--- config.mk ---
export PLATFORM = sky130hd
export DESIGN_NAME = shift_seq_ctrl
export DESIGN_NICKNAME = d
export VERILOG_FILES = /design/src/rtl/shift_seq_ctrl.sv
export SDC_FILE = /design/constraint.sdc
export NUM_CORES = 1
export LEC_CHECK = 0
export CAP_MARGIN = 20
export CORE_MARGIN = 8
export CORE_UTILIZATION = 35
export DETAILED_ROUTE_END_ITERATION = 8
export GPL_ROUTABILITY_DRIVEN = 0
export GPL_TIMING_DRIVEN = 0
export PLACE_DENSITY = 0.76
export SYNTH_ARGS = -nofsm -noshare
export SYNTH_HDL_FRONTEND = slang
export SYNTH_SLANG_ARGS = --single-unit
--- constraint.sdc ---
create_clock -name clk -period 3 [get_ports clk]
set_input_delay 0.3 -clock clk [delete_from_list [all_inputs] [get_ports clk]]
set_output_delay 0.3 -clock clk [all_outputs]
set_load 0.05 [all_outputs]
--- src/rtl/shift_seq_ctrl.sv ---
// shift_seq_ctrl: command sequencer for the 8-bit op-coded shift register.
// Takes one command (mode, seed, count), drives LOAD then N shift ops into the
// shifter, captures the result and returns it on a valid/ready response.
// Optional abort support is compiled in when SHIFT_SEQ_ABORT_EN is defined.
//
// state | meaning
// IDLE  | waiting for a command, cmd_ready high
// LOAD  | shifter op 001 with the seed on din, one cycle
// SHIFT | shifter op = mode, for cnt cycles (down-counter rem)
// CAPT  | shifter idle, result captured into rsp_data at end of cycle
// RESP  | rsp_valid held until rsp_ready
module shift_seq_ctrl #(
  parameter int DW = 8,
  parameter int CW = 4
) (
  input  logic          clk,
  input  logic          rst_n,
  input  logic          cmd_valid,
  output logic          cmd_ready,
  input  logic [2:0]    cmd_mode,
  input  logic [DW-1:0] cmd_data,
  input  logic [CW-1:0] cmd_cnt,
  input  logic          ser_in,
  output logic [2:0]    sh_op,
  output logic [DW-1:0] sh_din,
  input  logic [DW-1:0] sh_dout,
  output logic          rsp_valid,
  input  logic          rsp_ready,
  output logic [DW-1:0] rsp_data,
  output logic          busy
`ifdef SHIFT_SEQ_ABORT_EN
  ,
  input  logic          abort,
  output logic          rsp_abort
`endif
);

  typedef enum logic [2:0] {IDLE, LOAD, SHIFT, CAPT, RESP} state_t;

  localparam logic [2:0] OP_HOLD   = 3'b000;
  localparam logic [2:0] OP_LOAD   = 3'b001;
  localparam logic [2:0] OP_SERIAL = 3'b101;

  state_t        state, state_nxt;
  logic [2:0]    mode;
  logic [CW-1:0] rem;
  logic [2:0]    op_nxt;
  logic [DW-1:0] din_nxt;
  logic [DW-1:0] ser_din;
  logic          accept;
  logic          shifting_mode;
  logic          abort_req;

  assign cmd_ready     = (state == IDLE);
  assign busy          = (state != IDLE);
  assign accept        = cmd_valid && cmd_ready;
  // modes 000/001 never shift, whatever the count says
  assign shifting_mode = (mode[2:1] != 2'b00);
  // ser_in is registered into din at the edge that starts each shift cycle
  assign ser_din       = (mode == OP_SERIAL) ? {{(DW-1){1'b0}}, ser_in} : '0;

`ifdef SHIFT_SEQ_ABORT_EN
  assign abort_req = abort && ((state == LOAD) || (state == SHIFT));
`else
  assign abort_req = 1'b0;
`endif

  // next state plus the shifter drive for the cycle after this edge
  always_comb begin
    state_nxt = state;
    op_nxt    = OP_HOLD;
    din_nxt   = '0;
    case (state)
      IDLE: begin
        if (cmd_valid) begin
          state_nxt = LOAD;
          op_nxt    = OP_LOAD;
          din_nxt   = cmd_data;
        end
      end
      LOAD: begin
        if (!abort_req && (rem != '0) && shifting_mode) begin
          state_nxt = SHIFT;
          op_nxt    = mode;
          din_nxt   = ser_din;
        end else begin
          state_nxt = CAPT;
        end
      end
      SHIFT: begin
        if (abort_req || (rem <= CW'(1))) begin
          state_nxt = CAPT;
        end else begin
          op_nxt  = mode;
          din_nxt = ser_din;
        end
      end
      CAPT:    state_nxt = RESP;
      RESP:    if (rsp_ready) state_nxt = IDLE;
      default: state_nxt = IDLE;
    endcase
  end

  // state register
  always_ff @(posedge clk or negedge rst_n) begin
    if (!rst_n) state <= IDLE;
    else        state <= state_nxt;
  end

  // command latch and shift down-counter (stops at zero, never wraps)
  always_ff @(posedge clk or negedge rst_n) begin
    if (!rst_n) begin
      mode <= '0;
      rem  <= '0;
    end else if (accept) begin
      mode <= cmd_mode;
      rem  <= cmd_cnt;
    end else if ((state == SHIFT) && (rem != '0)) begin
      rem <= rem - CW'(1);
    end
  end

  // registered shifter drive, no combinational path from cmd_*
  always_ff @(posedge clk or negedge rst_n) begin
    if (!rst_n) begin
      sh_op  <= OP_HOLD;
      sh_din <= '0;
    end else begin
      sh_op  <= op_nxt;
      sh_din <= din_nxt;
    end
  end

  // result capture and hold until the consumer takes it
  always_ff @(posedge clk or negedge rst_n) begin
    if (!rst_n) begin
      rsp_valid <= 1'b0;
      rsp_data  <= '0;
    end else if (state == CAPT) begin
      rsp_valid <= 1'b1;
      rsp_data  <= sh_dout;
    end else if ((state == RESP) && rsp_ready) begin
      rsp_valid <= 1'b0;
    end
  end

`ifdef SHIFT_SEQ_ABORT_EN
  logic abort_seen;

  // remember an abort for this command and flag it with the response
  always_ff @(posedge clk or negedge rst_n) begin
    if (!rst_n) begin
      abort_seen <= 1'b0;
      rsp_abort  <= 1'b0;
    end else begin
      if (accept)         abort_seen <= 1'b0;
      else if (abort_req) abort_seen <= 1'b1;
      if (state == CAPT)                     rsp_abort <= abort_seen;
      else if ((state == RESP) && rsp_ready) rsp_abort <= 1'b0;
    end
  end
`endif

endmodule

==> qor.yml, run 1 <==
status: "complete, no violations"
fin_nets: 201
first_iter_violations: 32
fp.dieArea_sq_mm: 0.00613
worst_pin_slew_ns: 0.640
place_area_sq_mm: 0.00194
rsz0062_at_grt: "no"
end_kind: "output port"
diodes: 0
post_cts_buffers: 0
cts_made_buffers: 5
clock.fmax_mhz: 426
finalPower_mw: 2.34
cp_slowest_cell: "clkdlybuf4s50_1"
initial_utilization_pct: 36.8
gr-usage-all-layers_pct: 10.5
fin_crit_sh_pct: 78.3
drcViolationCount: 0
skew_ns: 0.00593
grt_overflow: 0
clk_pin_slew_worst_paths_ns: 0.06
die_h_um: 78.3
cts_resized: 0
wire_per_inst_um: 14.3
fp-row-count: 22
num_vias: 1047
setup_tns_ns: 0
place.detailed.hpwl_um: 2510
clock-sinks: 30
pwr-share-seq_pct: 28.6
cts.path.max_buffers: 2
slowest_delay_ns: 0.83
power.density_mw_per_mm2: 1150
yosys_register_bits: 30
clockPowerShare_pct: 13.9
portBuffers: 49
syn_area_sq_mm: 0.00136
worstPathCellList: "buf_6, nor3_2, buf_2, clkdlybuf4s50_1"
core-area_sq_mm: 0.00369
layout_commonest_cell: "clkdlybuf4s50_1"
grt_pass1_vias: 1130
cap_violations: 0
antenna_found_initial: 0
cts_root_buf: "clkbuf_8"
synth_cell_types: 35
setup.worst_path.start_class: "flip-flop"
hold_viol_final: 0
min_path_type: "in -> async"
route.antenna.remaining_nets: 0
layout-drive-gt1-share_pct: 21.1
setup_viol: 0
hold_ws_ns: 0.420
syn-num-nets: 144
critPathKind: "reg -> out"
final_area_sq_mm: 0.00203
fin_crit_ns: 2.35
htree_levels: 2
power_leakage_nw: 0.891
ctsHoldBuffers: 0
pwr-share-comb_pct: 57.6
wl_um: 3130
slew_headroom_pct: 57.2
syn_to_final_growth_pct: 49.3
vdd_drop_max_mv: 0.424
place_ws_ns: 0.954
required_ns: 2.70
yosysWarnings: 0
io_pins: 50
clkLatencyLatePin_ns: 0.28
switching_power_mw: 1.06
slew_viol_final: 0
cts_tree: "yes"
avgSynthCellArea_sq_um: 12.0
grt_pass1_wl_um: 5090
viasPerCell: 4.78
path_max_fanout: 10
first_pass_iters: 4
final.setup.worst_slack_ns: 0.651
final_cell_mix: "clkdlybuf4s50_1, dfrtp_1, nand2_1"
cp.arrival_ns: 2.05
synthCells: 113
sw_frac_of_total_pct: 45.1
power.internal_mw: 1.28
grt_start_max_net_pins: 20
die_w_um: 78.3
synth-seq-area-share_pct: 55.2
## final timing paths
kind / slack, ns / to / startpoint / cells past startpoint
worst max-delay path: 0.65 / cmd_ready / state[0] / 4
worst min-delay path: 0.42 / rsp_valid / rst_n / 1
worst max register to register: 1.39 / rem[3] / rem[0] / 6
worst min register to register: 0.50 / mode[0] / mode[0] / 2
max in group asynchronous: 2.07 / rsp_data[0] / rst_n / 2
min in group clk: 0.50 / mode[0] / mode[0] / 2
## Yosys cell counts
library cell | number | area [sq um]
a21oi_1 | 4 | 20.0
a21oi_2 | 1 | 8.76
and2_1 | 1 | 6.26
and2b_1 | 1 | 7.51
and3_1 | 7 | 43.8
buf_2 | 2 | 10.0
buf_6 | 2 | 22.5
clkbuf_8 | 1 | 13.8
dfrtp_1 | 30 | 751
ha_1 | 3 | 37.5
inv_1 | 3 | 11.3
mux2_2 | 8 | 90.1
nand2_1 | 15 | 56.3
nand2_2 | 2 | 12.5
nand2b_1 | 2 | 12.5
nand3_1 | 2 | 10.0
nand3_2 | 1 | 10.0
nand3b_1 | 1 | 7.51
nand4_1 | 2 | 12.5
nor2_1 | 4 | 15.0
nor2_4 | 1 | 11.3
nor3_1 | 2 | 10.0
nor3_2 | 1 | 10.0
nor3b_2 | 2 | 25.0
nor4bb_1 | 1 | 10.0
o211ai_1 | 1 | 7.51
o211ai_2 | 1 | 12.5
o21ai_1 | 2 | 10.0
o21ai_2 | 3 | 26.3
o22a_4 | 1 | 17.5
o31ai_2 | 1 | 12.5
or3b_4 | 1 | 11.3
or4b_1 | 1 | 10.0
xnor2_1 | 1 | 8.76
xor2_1 | 2 | 17.5
## cells by family (layout without fill, tap and decap cells)
kind of cell | count (synthesis) | after routing | synth area share (%)
buffers and inverters | 8 | 66 | 4.24
AO/OA/AOI/OAI | 14 | 14 | 8.47
AND/OR/NAND/NOR | 47 | 47 | 20.7
adder cells (fa/ha/maj) | 3 | 3 | 2.76
XOR/XNOR | 3 | 3 | 1.93
flip-flops | 30 | 30 | 55.2
multiplexers | 8 | 8 | 6.63
## flip-flops by register name, summed over array words and instances, names as in the netlist
name / flops
rsp_data: 8
mode: 3
rem: 4
sh_din: 8
rsp_valid: 1
sh_op: 3
state: 3
## final cells by class
type	count	area, sq um
inverter	3	11.3
buffer	5	46.3
tap	48	60.1
timing repair buffer	50	518
clock inverter	1	5.00
multi-input combinational	75	551
clock buffer	7	86.3
fill	347	1660
sequential	30	751
## power by group through the flow
stage                     Sequential (mW)  Combinational (mW)  Clock, mW
after floorplan                      1.00               0.613          0
after global placement              0.665                1.31          0
after detailed placement            0.677                1.36          0
after CTS                           0.670                1.36      0.335
after global routing                0.691                1.43      0.354
final                               0.668                1.35      0.324
## through the flow
step,std cells,util (%)
floorplan,113,-
global placement,210,51.8
detailed placement,211,52.5
CTS,219,55.0
global route,219,55.0
finish,219,55.0
## metal layers
metal / track usage [%] / part of all wire [%]
met4: 5.00 / 1.6
met1: 10.6 / 39
met5: 0 / 0
met2: 18.2 / 49
met3: 4.33 / 9.7
## critical path: cells and delay by family (launching register included)
| kind | cells | cell delay, ns |
|---|---|---|
| buf+inv | 3 | 1.21 |
| flops | 1 | 0.38 |
| simple gates | 1 | 0.18 |
(Power assumes the default switching activity.)
==> run 2, diff against run 1 <==
--- a/config.mk
+++ b/config.mk
@@ -11,7 +11,7 @@
 export DETAILED_ROUTE_END_ITERATION = 8
 export GPL_ROUTABILITY_DRIVEN = 0
 export GPL_TIMING_DRIVEN = 0
-export PLACE_DENSITY = 0.76
+export PLACE_DENSITY = 0.79
 export SYNTH_ARGS = -nofsm -noshare
 export SYNTH_HDL_FRONTEND = slang
 export SYNTH_SLANG_ARGS = --single-unit
==> constraint.sdc (replaced) <==
create_clock -name clk -period 2 [get_ports clk]
set_input_delay 0.2 -clock clk [delete_from_list [all_inputs] [get_ports clk]]
set_output_delay 0.2 -clock clk [all_outputs]
set_load 0.05 [all_outputs]
==> qor.yml, run 2 (synthesis results as in run 1) <==
grt_pass1_vias: 1108
hold_viol_final: 0
setup.worst_path.start_class: "flip-flop"
skew_ns: 0.00518
required_ns: 1.80
clock.fmax_mhz: 543
clockPowerShare_pct: 13.9
die_h_um: 78.3
clk_pin_slew_worst_paths_ns: 0.06
htree_levels: 2
critPathKind: "reg -> out"
layout_commonest_cell: "clkdlybuf4s50_1"
fp.dieArea_sq_mm: 0.00613
nFillCells: 351
finalPower_mw: 3.48
grt_start_max_net_pins: 21
wire_per_inst_um: 14.2
diodes: 0
slew_headroom_pct: 59.5
grt_overflow: 0
cp.arrival_ns: 1.64
r2r_setup_slack_ns: 0.40
fin_nets: 201
syn_to_final_growth_pct: 48.8
path_max_fanout: 10
cts_tree: "yes"
drcViolationCount: 0
cts_root_buf: "clkbuf_8"
switching_power_mw: 1.58
die_w_um: 78.3
post_cts_buffers: 0
rsz0062_at_grt: "no"
min_path_type: "in -> async"
layout-drive-gt1-share_pct: 21.6
gr-usage-all-layers_pct: 11.1
first_pass_iters: 3
antenna_found_initial: 0
route.antenna.remaining_nets: 0
status: "complete, no violations"
io_pins: 50
place_ws_ns: 0.0848
clkLatencyLatePin_ns: 0.27
power_leakage_nw: 0.892
fp-row-count: 22
portBuffers: 49
cts.path.max_buffers: 2
final.setup.worst_slack_ns: 0.159
largestRegisters: "rsp_data: 8 flops, sh_din: 8 flops, rem: 4 flops"
power.internal_mw: 1.90
place.detailed.hpwl_um: 2550
wl_um: 3120
num_vias: 1020
initial_utilization_pct: 36.8
grt_pass1_wl_um: 5410
fin_crit_ns: 1.84
pwr-share-seq_pct: 28.8
cts_made_buffers: 5
setup_viol: 0
final_cell_mix: "clkdlybuf4s50_1, dfrtp_1, nand2_1"
cap_violations: 0
worst_pin_slew_ns: 0.606
vdd_drop_max_mv: 0.575
core-area_sq_mm: 0.00369
sw_frac_of_total_pct: 45.4
slew_viol_final: 0
fin_crit_sh_pct: 92.1
end_kind: "output port"
first_iter_violations: 40
clock-sinks: 30
viasPerCell: 4.66
pwr-share-comb_pct: 57.3
setup_tns_ns: 0
power.density_mw_per_mm2: 1720
run 2: path summary, 6_finish.rpt:
path                       cells after the start           to        start
max                                            5         busy     state[0]
min                                            1  rsp_data[5]        rst_n
max reg2reg                                    6     sh_op[0]       rem[0]
min reg2reg                                    1  rsp_data[6]  rsp_data[6]
max in group asynchronous                      2     sh_op[2]        rst_n
min in group clk                               3      mode[2]  cmd_mode[2]
run 2: power by group through the flow:
stage               combinational [mW]  sequential (mW)  clock, mW
finish                            1.99             1.00      0.483
global route                      2.14             1.04      0.540
CTS                               2.03             1.01      0.502
detailed placement                2.04             1.02          0
global placement                  1.97            0.996          0
floorplan                        0.919             1.51          0
run 2: final cells by class:
cell class,count,area [sq um],share of cell area (%)
Multi-Input combinational cell,75,551,27.2
Timing Repair Buffer,50,512,25.3
Sequential cell,30,751,37.1
Clock inverter,1,5.00,0.248
Buffer,5,46.3,2.29
Tap cell,48,60.1,2.97
Clock buffer,7,86.3,4.27
Inverter,3,11.3,0.557
run 2: timing repair:
action,4_1_cts,5_1_grt
gates resized for setup,2,2
setup endpoints to repair,2,1
cloned,0,0
hold endpoints to repair,0,0
hold buffers,0,0
run 2: through the flow:
stage               cells  util, %  instance area, sq um  hold slack (ns)
CTS                   219     54.9                  2030            0.321
global placement      210     51.8                  1910            0.480
detailed placement    211     52.5                  1940            0.492
global route          219     54.8                  2020            0.346
floorplan             113        -                  1360          -0.0956
finish                219     54.8                  2020            0.305
run 2: per-layer routing:
metal / GRT usage [%] / vias up / wire length, um
met5: 0 / - / 0
met4: 2.78 / 0 / 39
met3: 5.58 / 5 / 244
met2: 18.6 / 39 / 1500
met1: 12.1 / 476 / 1330
li1: - / 500 / -
run 2: critical path, cell delays in order, from the launching register on:
cell and delay (ns):
dfrtp_1 0.37, buf_6 0.15, nor3_2 0.16, buf_2 0.22
inv_1 0.05, dlygate4sd2_1 0.42
==> run 3, diff against run 2 <==
==> constraint.sdc (replaced) <==
create_clock -name clk -period 2 [get_ports clk]
set_input_delay 0.6 -clock clk [delete_from_list [all_inputs] [get_ports clk]]
set_output_delay 0.6 -clock clk [all_outputs]
set_load 0.05 [all_outputs]
==> qor.yml, run 3 (synthesis results as in run 1) <==
route.antenna.remaining_nets: 0
portBuffers: 49
wl_um: 3270
cp.arrival_ns: 1.34
grt_pass1_wl_um: 5400
status: "complete, no violations"
syn_to_final_growth_pct: 50.5
die_w_um: 78.3
final_area_sq_mm: 0.00204
clock-sinks: 30
power_leakage_nw: 0.988
gr-usage-all-layers_pct: 11.0
grt_start_max_net_pins: 21
diodes: 0
fp-row-count: 22
io_pins: 50
cp_slowest_cell: "dfrtp_1"
worstPathCellList: "buf_6, nor3_4, buf_6, inv_1, buf_4"
die_h_um: 78.3
wire_per_inst_um: 14.7
first_pass_iters: 2
path_common_cell: "buf_6"
slowest_delay_ns: 0.38
setup.worst_path.start_class: "flip-flop"
drcViolationCount: 0
layout_commonest_cell: "dfrtp_1"
cts.path.max_buffers: 2
place.detailed.hpwl_um: 2550
required_ns: 1.40
slew_headroom_pct: 58.9
grt_pass1_vias: 1107
cts_made_buffers: 5
clk_pin_slew_worst_paths_ns: 0.06
htree_levels: 2
critPathKind: "reg -> out"
final.setup.worst_slack_ns: 0.0615
fin_crit_sh_pct: 96.9
fp.dieArea_sq_mm: 0.00613
largestRegisters: "rsp_data: 8 flops, sh_din: 8 flops, rem: 4 flops"
power.density_mw_per_mm2: 1720
core-area_sq_mm: 0.00369
clkLatencyLatePin_ns: 0.27
min_path_type: "reg -> reg"
skew_ns: 0.00327
clock.fmax_mhz: 516
cts_tree: "yes"
vdd_drop_max_mv: 0.569
place_area_sq_mm: 0.00194
end_kind: "output port"
cts_root_buf: "clkbuf_8"
fin_nets: 205
grt_overflow: 0
slew_viol_final: 0
path_max_fanout: 10
place_ws_ns: -0.315
layout-drive-gt1-share_pct: 24.0
hold_viol_final: 0
num_vias: 1040
setup_viol: 0
rsz0062_at_grt: "no"
viasPerCell: 4.66
final_cell_mix: "dfrtp_1, clkdlybuf4s50_1, dlygate4sd2_1"
cap_violations: 0
fin_crit_ns: 1.94
initial_utilization_pct: 36.8
hold_ws_ns: 0.497
first_iter_violations: 18
worst_pin_slew_ns: 0.614
antenna_found_initial: 0
-- run 3: cell types whose count changed in the layout (fill, tap and decap cells not counted), sizes merged --
cell | before | now
clkdlybuf4s50 | 47 | 27
dlymetal6s2s | 0 | 1
dlygate4sd2 | 1 | 19
buf | 5 | 11
clkbuf | 9 | 8
-- run 3: final cells by class --
cell class | instances | area [sq um]
Sequential cell | 30 | 751
Timing Repair Buffer | 54 | 522
Fill cell | 355 | 1640
Inverter | 3 | 11.3
Tap cell | 48 | 60.1
Buffer | 5 | 52.6
Multi-Input combinational cell | 75 | 557
Clock inverter | 1 | 5.00
Clock buffer | 7 | 86.3
-- run 3: what timing repair did --
item | CTS | global route
gates resized for setup | 32 | 3
buffers inserted | 0 | 4
hold buffers | 0 | 0
endpoints found under the setup margin | 21 | 3
-- run 3: critical path: cells and delay by family, from the launching register on --
kind / cells / cell delay, ns
buffers and inverters: 4 / 0.51
AND/OR/NAND/NOR: 1 / 0.17
flip-flops: 1 / 0.38
-- run 3: report_power, final --
part / switching, mW / internal [mW] / leakage, nW
clock network: 0.207 / 0.277 / 0.0482
registers: 0.146 / 0.856 / 0.378
logic: 1.26 / 0.776 / 0.562
total: 1.61 / 1.91 / 0.988
-- run 3: final timing paths --
path | cells after the start | to | from | slack (ns)
min in group asynchronous | 1 | rsp_data[5] | rst_n | 0.71
worst min register to register | 1 | rsp_data[6] | rsp_data[6] | 0.50
worst max-delay path | 5 | busy | state[0] | 0.06
worst min-delay path | 1 | rsp_data[6] | rsp_data[6] | 0.50
max in group asynchronous | 2 | state[1] | rst_n | 0.79
worst max register to register | 6 | sh_op[0] | rem[0] | 0.42
-- run 3: per-layer routing --
metal	share of wire [%]	global-route usage, %	up-vias
met5	0	0	-
met4	1.2	2.78	0
met3	8.1	5.58	5
met2	49	18.6	39
met1	42	12.1	487
li1	-	-	509
-- run 3: through the flow --
stage	power (mW)	utilization [%]	instances	TNS (ns)
floorplan	2.43	-	113	0
global placement	2.96	51.8	210	-3.29
detailed placement	3.06	52.5	211	-0.558
CTS	3.45	54.3	219	0
global route	3.77	55.4	223	0
finish	3.52	55.4	223	0
